[src/rtl/bcd_conv_arbiter.sv]
`default_nettype none
// ============================================================================
// Module   : bcd_conv_arbiter
// Purpose  : Two-requester arbiter in front of a shared bit-serial
//            double-dabble binary-to-BCD converter.
//            Tie-break: round robin if BCD_ARB_ROUND_ROBIN_EN is defined,
//            otherwise fixed priority.
// Revision : 1.0 - initial release
// ============================================================================
module bcd_conv_arbiter #(
  parameter int BIN_W  = 11,
  parameter int DIGITS = 4
) (
  input  logic                  clk,
  input  logic                  rst_n,
  input  logic                  req0_valid,
  input  logic [BIN_W-1:0]      req0_bin,
  output logic                  req0_ready,
  input  logic                  req1_valid,
  input  logic [BIN_W-1:0]      req1_bin,
  output logic                  req1_ready,
  output logic                  res_valid,
  output logic                  res_id,
  output logic [DIGITS*4-1:0]   res_bcd,
  output logic                  busy
);

  localparam int ACC_W = DIGITS * 4;
  localparam int CNT_W = (BIN_W > 1) ? $clog2(BIN_W) : 1;

  typedef enum logic [1:0] {
    IDLE  = 2'd0,
    SHIFT = 2'd1,
    DONE  = 2'd2
  } state_t;

  state_t             state_q, state_d;
  logic [CNT_W-1:0]   cnt_q, cnt_d;
  logic [ACC_W-1:0]   acc_q, acc_d;
  logic [BIN_W-1:0]   shreg_q, shreg_d;
  logic               owner_q, owner_d;
  logic               last_id_q, last_id_d;
  logic [ACC_W-1:0]   res_bcd_q, res_bcd_d;
  logic               res_id_q, res_id_d;
  logic               res_valid_q, res_valid_d;
  logic               busy_q, busy_d;

  logic               grant;
  logic               accept;
  logic [ACC_W-1:0]   adj;

  always_comb begin
    grant = 1'b0;
    if (req0_valid && req1_valid) begin
`ifdef BCD_ARB_ROUND_ROBIN_EN
      grant = ~last_id_q;
`else
      grant = 1'b0;
`endif
    end else if (req1_valid) begin
      grant = 1'b1;
    end
  end

  assign req0_ready = (state_q == IDLE) && !grant;
  assign req1_ready = (state_q == IDLE) && grant;
  assign accept     = grant ? req1_ready && req1_valid : req0_ready && req0_valid;

  // Per-digit add-3 correction; digits never carry into each other.
  for (genvar g = 0; g < DIGITS; g++) begin : g_digit
    assign adj[g*4 +: 4] = (acc_q[g*4 +: 4] >= 4'd5) ? acc_q[g*4 +: 4] + 4'd3
                                                      : acc_q[g*4 +: 4];
  end

  always_comb begin
    state_d     = state_q;
    cnt_d       = cnt_q;
    acc_d       = acc_q;
    shreg_d     = shreg_q;
    owner_d     = owner_q;
    last_id_d   = last_id_q;
    res_bcd_d   = res_bcd_q;
    res_id_d    = res_id_q;
    res_valid_d = 1'b0;
    case (state_q)
      IDLE: begin
        if (accept) begin
          shreg_d = grant ? req1_bin : req0_bin;
          acc_d   = '0;
          cnt_d   = CNT_W'(BIN_W - 1);
          owner_d = grant;
          state_d = SHIFT;
        end
      end
      SHIFT: begin
        acc_d   = {adj[ACC_W-2:0], shreg_q[BIN_W-1]};
        shreg_d = shreg_q << 1;
        if (cnt_q == '0) begin
          state_d = DONE;
        end else begin
          cnt_d = cnt_q - 1'b1;
        end
      end
      DONE: begin
        res_bcd_d   = acc_q;
        res_id_d    = owner_q;
        res_valid_d = 1'b1;
        last_id_d   = owner_q;
        state_d     = IDLE;
      end
      default: state_d = IDLE;
    endcase
    busy_d = (state_d != IDLE);
  end

  always_ff @(posedge clk or negedge rst_n) begin
    if (!rst_n) begin
      state_q     <= IDLE;
      cnt_q       <= '0;
      acc_q       <= '0;
      shreg_q     <= '0;
      owner_q     <= 1'b0;
      last_id_q   <= 1'b1;
      res_bcd_q   <= '0;
      res_id_q    <= 1'b0;
      res_valid_q <= 1'b0;
      busy_q      <= 1'b0;
    end else begin
      state_q     <= state_d;
      cnt_q       <= cnt_d;
      acc_q       <= acc_d;
      shreg_q     <= shreg_d;
      owner_q     <= owner_d;
      last_id_q   <= last_id_d;
      res_bcd_q   <= res_bcd_d;
      res_id_q    <= res_id_d;
      res_valid_q <= res_valid_d;
      busy_q      <= busy_d;
    end
  end

  assign res_valid = res_valid_q;
  assign res_id    = res_id_q;
  assign res_bcd   = res_bcd_q;
  assign busy      = busy_q;

endmodule
`default_nettype wire

[config.mk]
export PLATFORM = sky130hd
export DESIGN_NAME = bcd_conv_arbiter
export DESIGN_NICKNAME = d
export VERILOG_FILES = /design/src/rtl/bcd_conv_arbiter.sv
export SDC_FILE = /design/constraint.sdc
export NUM_CORES = 1
export LEC_CHECK = 0
export ABC_CLOCK_PERIOD_IN_PS = 2600
export CORE_MARGIN = 2
export CORE_UTILIZATION = 50
export DETAILED_ROUTE_END_ITERATION = 10
export DONT_BUFFER_PORTS = 1
export SETUP_SLACK_MARGIN = 0.4
export SLEW_MARGIN = 20
export SYNTH_ARGS = -nofsm -noshare
export SYNTH_HDL_FRONTEND = slang
export SYNTH_SLANG_ARGS = --single-unit
[constraint.sdc]
create_clock -name clk -period 2.6 [get_ports clk]
set_clock_uncertainty 0.2 [all_clocks]
set_input_delay 0.52 -clock clk [delete_from_list [all_inputs] [get_ports clk]]
set_output_delay 0.52 -clock clk [all_outputs]
set_load 0.02 [all_outputs]
==> results of run 1 <==
power breakdown:
group          internal (mW)  switching, mW  leakage [nW]  total [mW]
sequential              1.14          0.324         0.675        1.47
combinational          0.518          0.687         0.476        1.21
clock                  0.241          0.266        0.0542       0.508
total                   1.90           1.28          1.21        3.18
state kept, by name, summed over array words and instances, names as in the netlist:
register	count
acc_q	16
shreg_q	11
res_valid	1
busy	1
cnt_q	4
state_q	2
owner_q	1
res_bcd	16
res_id	1
logic make-up (layout without fill, tap and decap cells):
| family | count (synthesis) | in the layout |
|---|---|---|
| AO/OA/AOI/OAI | 97 | 97 |
| AND/OR/NAND/NOR | 60 | 60 |
| flip-flops | 53 | 53 |
| buffers and inverters | 38 | 37 |
| adder cells (fa/ha/maj) | 10 | 10 |
| XOR/XNOR | 3 | 3 |
| multiplexers | 2 | 2 |
what timing repair did:
action / 4_1_cts / 5_1_grt
pin swaps: 0 / 0
gates resized for setup: 2 / 3
endpoints found under the setup margin: 2 / 2
hold buffers: 2 / 0
hold endpoints to repair: 53 / 0
path summary, 6_finish.rpt:
check	end	cells past startpoint	slack [ns]	from
worst max-delay path	req0_ready	2	0.51	state_q[0]$_DFF_PN0_
worst min-delay path	owner_q$_DFFE_PN0P_	1	0.09	req0_valid
worst max register to register	acc_q[10]$_DFFE_PN0P_	3	0.68	state_q[1]$_DFF_PN0_
worst min register to register	shreg_q[9]$_DFFE_PN0P_	2	0.31	shreg_q[9]$_DFFE_PN0P_
max in group asynchronous	state_q[1]$_DFF_PN0_	2	1.42	rst_n
min in group asynchronous	res_bcd[14]$_DFFE_PN0P_	2	0.51	rst_n
area by class of cell:
| class | instances | area, sq um |
|---|---|---|
| Timing Repair Buffer | 9 | 90.1 |
| Inverter | 20 | 75.1 |
| Multi-Input combinational cell | 172 | 1160 |
| Tap cell | 70 | 87.6 |
| Clock buffer | 7 | 96.3 |
| Clock inverter | 1 | 5.00 |
| Sequential cell | 53 | 1330 |
| Fill cell | 492 | 2260 |
cell usage after synthesis, types with 4 or more instances:
master,number,share of area (%)
sky130_fd_sc_hd__a211oi_1,4,1.1
sky130_fd_sc_hd__a221oi_1,11,3.6
sky130_fd_sc_hd__buf_2,8,1.5
sky130_fd_sc_hd__clkbuf_1,8,1.1
sky130_fd_sc_hd__dfrtp_1,53,50
sky130_fd_sc_hd__ha_1,10,4.7
sky130_fd_sc_hd__inv_1,20,2.8
sky130_fd_sc_hd__nand2_1,24,3.4
sky130_fd_sc_hd__nor2_1,8,1.1
sky130_fd_sc_hd__nor2b_1,15,3.5
sky130_fd_sc_hd__o2111ai_1,8,2.7
sky130_fd_sc_hd__o21a_1,4,1.1
sky130_fd_sc_hd__o21ai_0,34,6.4
sky130_fd_sc_hd__o221ai_1,4,1.3
sky130_fd_sc_hd__o22ai_1,5,1.2
sky130_fd_sc_hd__o311ai_0,4,1.3
sky130_fd_sc_hd__o31ai_1,9,2.6
sky130_fd_sc_hd__o32ai_1,4,1.3
layer usage:
| layer | routed length [microns] | part of all wire (%) | track usage (%) | vias up |
|---|---|---|---|---|
| li1 | - | - | - | 949 |
| met1 | 2580 | 50 | 25.9 | 925 |
| met2 | 2230 | 44 | 28.3 | 48 |
| met3 | 225 | 4.4 | 4.24 | 5 |
| met4 | 74 | 1.4 | 6.55 | 0 |
| met5 | 0 | 0 | 0 | - |
stage by stage:
stage	total power, mW	util [%]	std cells	hold WS (ns)	area [sq um]
2_1_floorplan	2.39	-	263	0.0244	2640
3_3_place_gp	2.65	52.8	322	0.0257	2700
3_5_place_dp	2.66	52.8	322	0.0256	2700
4_1_cts	3.21	55.6	332	0.0760	2840
5_1_grt	3.47	55.7	332	0.0702	2850
6_report	3.18	55.7	332	0.0859	2850
==> out/summary.md, run 1 <==
• finished, final reports clean — status
• 80.4% — crit share post-route
• 1.88 ns — Required @ worst endpoint
• 0.994% — xor/xnor share of the synthesized area
• 1.21 nW — Lkg Pwr
• 47 — count of boundary I/O pins
• 10.7% — ratio of cells with drive above 1 in the final layout
• 15.4 microns — per-cell routed wire length
• 4.73% — arithmetic-cell share of the synthesized area counting full adders, half adders and majority gates
• 2 — H-tree levels
• 0 — number of antenna cells inserted
• 0 — number of remaining DRC errors
• false — unrepaired setup endpoints after global routing
• 26 — std cell rows
• 531 uV — Worst IR Drop VDD
• sky130_fd_sc_hd__dfrtp_1 — Post-synth top flop
• 0 — number of synthesized flops with an enable pin
• 53 — flop and latch count out of synthesis
• 0.562 ns — Tightest Pin Transition
• 0 ns — TNS Setup
• done — CTS tree
• 25.5% — post-synthesis compound-gate area fraction
• 76.7 microns — die boundary height
• 5 — Inserted Clock Buffers
• 9 — highest fanout seen on the critical path
• 0.753 — last weighted congestion value of the routability-driven placer
• 0 — total of buffers placed on input and output ports
• 4 — iteration count of the initial detailed-routing pass
• 50.2% — sequential share of the synthesized area
• output port — crit path capture type
• 7.67% — area grow syn2layout
• 0.09 ns — clock-pin slew reported for the worst setup and hold paths after clock tree synthesis
• 0 — number of warnings reported in the yosys synthesis log
• 0.478 GHz — timing-limited maximum frequency
• reg -> out — critical path class
• sky130_fd_sc_hd__dfrtp_1 — most common library cell in the layout ignoring fill and taps
• 5890 sq um — Die Area
• 2.09 ns — fin crit period
• 297 — Final Net Count
• 0.30 ns — clock latency of the later-clocked register in the worst-skew pair
• 5110 sq um — placeable core region
• 1120 nW/um^2 — Power Density
• 53 — total clock sinks
• 2 — Bufs on Longest Clock Path
• in -> reg — class of the tightest hold or removal check
• simple AND/OR/NAND/NOR gates — family with the most delay on the worst path
• 54 — largest net degree at the start of global routing
• 1.37 ns — Data arrival, critical path
• 299 — number of nets produced by synthesis
• 18.5% — GRT Overall Usage
• 8760 microns — global-route wire length before repair
• 0 — endpoints failing setup
• 51 x sky130_fd_sc_hd__dfrtp_1, 34 x sky130_fd_sc_hd__o21ai_0, 24 x sky130_fd_sc_hd__nand2_1 — commonest non-fill, non-tap cells in the layout
• sky130_fd_sc_hd__dfrtp_2 — Critical-path top delay cell
• 263 — number of instances in the synthesized netlist
• 5110 microns — Routed WL
• 0 — Buf+Inv Stages, Crit Path
• 1824 — vias in the first global route
• 0.49 ns — delay of the slowest critical-path stage
• or2_2, nor2_4 — list of cells traversed by the critical path
• 2640 sq um — cell area after synthesis
• 62.5% — worst max-slew margin expressed relative to the limit
• flop — type of element launching the critical path
• 40 — number of distinct library cell variants in the gate-level netlist after synthesis
• 105 — drt first-iter violations
• sky130_fd_sc_hd__clkbuf_8 — cell at the root of the clock tree
• 0.667 ns — pre-CTS setup slack
• 0 — count of max-cap constraint violations
• 51.8% — Initial Util
• 100% — asr flop ratio synth
• 0 — number of antenna violations at the first check in global routing
• 0 — Final Max Slew Viols
• compound AO/OA/AOI/OAI gates — dominant combinational cell family by area after synthesis
• 0 — final hold viol count
• 3490 microns — HPWL after detailed placement
• 11.6% — post-synthesis share of cell area spent on and, or, nand and nor gates
• 1927 — number of vias in the routed layout
• 5.80 — DR vias/cell
• 0 — total setup buffers inserted after CTS
• 0.805% — multiplexer area fraction after synthesis
• 0.509 ns — smallest setup slack after layout
• 0 — Final ANT Viol Nets
• 0 — grt ovf
• 10.1 sq um — mean instance size in the synthesized netlist
• 76.7 microns — horizontal die dimension
Note: power is estimated with default switching activity, not from simulation.
==> run 2: changes to the inputs <==
Settings changed: ABC_CLOCK_PERIOD_IN_PS 2600 to 2100.
Clock period 2.6 ns to 2.1 ns, I/O delays scaled along.
==> run 2 against run 1 <==
Compared with the run above:
- the run now ends with hold timing left
- via count up 8.5%
- global-route usage up 1.2 points
- worst hold slack worse by 0.48 ns
- combinational power up 66%
- critical path type unchanged
- largest cell class unchanged
==> out/summary.md, run 2 (synthesis gave the netlist of run 1 again) <==
• complete, but fails checks — status
• hold timing — failing checks
• in -> async — class of the tightest hold or removal check
• 26 — std cell rows, unchanged
• 2091 — number of vias in the routed layout, +8.5%
• 1.73 mW — switching power, +36%
• 0 ns — TNS Setup, unchanged
• 1.80 ns — fin crit period
• 0 — endpoints failing setup, unchanged
• 0 — Buf+Inv Stages, Crit Path, unchanged
• 1.48 ns — Required @ worst endpoint, -0.40 ns
• state_q[0]$_DFF_PN0_ — beginning of the worst register-to-register path
• 5920 microns — Routed WL, +16%
• 0.44 ns — delay of the slowest critical-path stage, -0.05 ns
• 0 — number of antenna violations at the first check in global routing, unchanged
• acc_q[1]$_DFFE_PN0P_ — Reg-to-Reg End
• 439 — fill cell total of the finished layout, -11%
• 39.5% — Sw Share, -0.70 points
• sky130_fd_sc_hd__dfrtp_1 — most common library cell in the layout ignoring fill and taps
• 0 — number of remaining DRC errors, unchanged
• 53 — total clock sinks, unchanged
• 1390 nW/um^2 — Power Density, +24%
• reg -> out — critical path class
• 65.8% — worst max-slew margin expressed relative to the limit, +3.2 points
• 0 — Final Max Slew Viols, unchanged
• 0.30 ns — clock latency of the later-clocked register in the worst-skew pair, about the same
• 19.5% — area grow syn2layout
• 54 — largest net degree at the start of global routing, unchanged
• 0.297 ns — smallest setup slack after layout, -0.211 ns
• 4 — iteration count of the initial detailed-routing pass, unchanged
• 51.8% — Initial Util, unchanged
• 85.8% — crit share post-route
• 13.4% — portion of total power attributed to the clock network, -2.6 points
• sky130_fd_sc_hd__dfrtp_2 — Critical-path top delay cell
• sky130_fd_sc_hd__clkbuf_8 — cell at the root of the clock tree
• flop — type of element launching the critical path
• 2.66 mW — P_int, +40%
• 53 — final hold viol count, +53
• 0 — number of antenna cells inserted, unchanged
• 76.7 microns — horizontal die dimension, unchanged
• 24.3% — ratio of cells with drive above 1 in the final layout, +14 points
• 0.833 — last weighted congestion value of the routability-driven placer, +11%
• 1.18 ns — Data arrival, critical path, -0.19 ns
• or2_4, nor2_4 — list of cells traversed by the critical path
• 0.513 ns — Tightest Pin Transition, -0.0490 ns
• 9520 microns — global-route wire length before repair, +8.7%
• 0 — Final ANT Viol Nets, unchanged
• 1 — hold-fix buffers at CTS, -1
• 40.7% — register share of total power, -5.4 points
• 97 — drt first-iter violations, -7.6%
• 0 — grt ovf, unchanged
• 45.9% — Comb power frac, +8.0 points
• 5 — Inserted Clock Buffers, unchanged
• 6 — Register-to-Register Path Depth, +3
• 19.7% — GRT Overall Usage, +1.2 points
• 5890 sq um — Die Area, unchanged
• 5 — highest fanout seen on the critical path, -4
• 47 — count of boundary I/O pins, unchanged
• 0.555 GHz — timing-limited maximum frequency
• 2 — Bufs on Longest Clock Path, unchanged
• 0.09 ns — clock-pin slew reported for the worst setup and hold paths after clock tree synthesis, about the same
• output port — crit path capture type
• 5.84 — DR vias/cell, +0.63%
• done — CTS tree
• 16.5 microns — per-cell routed wire length, +7.3%
• 4.39 mW — Total Power, +38%
• 1.39 nW — Lkg Pwr, +15%
• true — unrepaired setup endpoints after global routing
• 696 uV — Worst IR Drop VDD, +31%
• -0.399 ns — WHS, -0.485 ns
• 3600 microns — HPWL after detailed placement, +3.1%
• 76.7 microns — die boundary height, unchanged
• 2064 — vias in the first global route, +13%
• 5110 sq um — placeable core region, unchanged
• 0.296 ns — pre-CTS setup slack, -0.371 ns
• 52 x sky130_fd_sc_hd__dfrtp_1, 34 x sky130_fd_sc_hd__o21ai_0, 26 x sky130_fd_sc_hd__buf_4 — commonest non-fill, non-tap cells in the layout
• 324 — Final Net Count, +9.1%
• flip-flops — family with the most delay on the worst path
• 2 — H-tree levels, unchanged
• 0 — count of max-cap constraint violations, unchanged
• 0.35 ns — register-to-register setup slack, -0.33 ns
• 0 — total of buffers placed on input and output ports, unchanged
[run 2: final cells by class]
| type | count | area (sq um) | area share (%) |
|---|---|---|---|
| timing repair buffer | 36 | 329 | 10.4 |
| tap | 70 | 87.6 | 2.77 |
| inverter | 20 | 75.1 | 2.38 |
| multi-input combinational | 172 | 1250 | 39.6 |
| clock inverter | 1 | 7.51 | 0.238 |
| sequential | 53 | 1330 | 42.0 |
| clock buffer | 6 | 82.6 | 2.61 |
[run 2: power groups by stage]
stage / clock [mW] / combinational (mW) / sequential (mW)
after global placement: 0 / 1.49 / 1.82
final: 0.586 / 2.01 / 1.79
after global routing: 0.645 / 2.26 / 1.84
after CTS: 0.601 / 1.73 / 1.79
after detailed placement: 0 / 1.52 / 1.83
after floorplan: 0 / 1.23 / 1.74
[run 2: worst max path at each step]
stage	endpoint	slack (ns)	cells past startpoint	from
2_1_floorplan	req0_ready	0.39	3	state_q[0]$_DFF_PN0_
3_3_place_gp	cnt_q[1]$_DFFE_PN0P_	0.35	5	cnt_q[0]$_DFFE_PN0P_
3_5_place_dp	cnt_q[1]$_DFFE_PN0P_	0.30	5	cnt_q[1]$_DFFE_PN0P_
4_1_cts	req0_ready	0.31	2	state_q[1]$_DFF_PN0_
5_1_grt	req0_ready	0.24	2	state_q[1]$_DFF_PN0_
6_report	req0_ready	0.30	2	state_q[0]$_DFF_PN0_
[run 2: per-stage QoR]
| step | util [%] | cells | instance area [sq um] | hold slack, ns |
|---|---|---|---|---|
| finish | 61.9 | 358 | 3160 | -0.399 |
| detailed placement | 53.6 | 326 | 2740 | -0.0744 |
| CTS | 58.2 | 346 | 2970 | -0.407 |
| global placement | 53.6 | 326 | 2740 | -0.0745 |
| floorplan | - | 263 | 2660 | -0.0756 |
| global route | 61.9 | 358 | 3160 | -0.420 |
[run 2: layer usage]
| metal | track usage [%] | up-vias | wire (microns) |
|---|---|---|---|
| li1 | - | 1007 | - |
| met1 | 27.1 | 1022 | 2700 |
| met2 | 32.2 | 54 | 2880 |
| met3 | 3.88 | 8 | 255 |
| met4 | 4.91 | 0 | 76 |
| met5 | 0 | - | 0 |
[run 2: timing repair]
action                                  in CTS  in global routing
endpoints found under the setup margin      13                 33
hold endpoints to repair                    54                 53
gates cloned                                 0                  2
resized for setup                           16                 22
pin swaps                                    3                  3
setup buffers                               12                 10
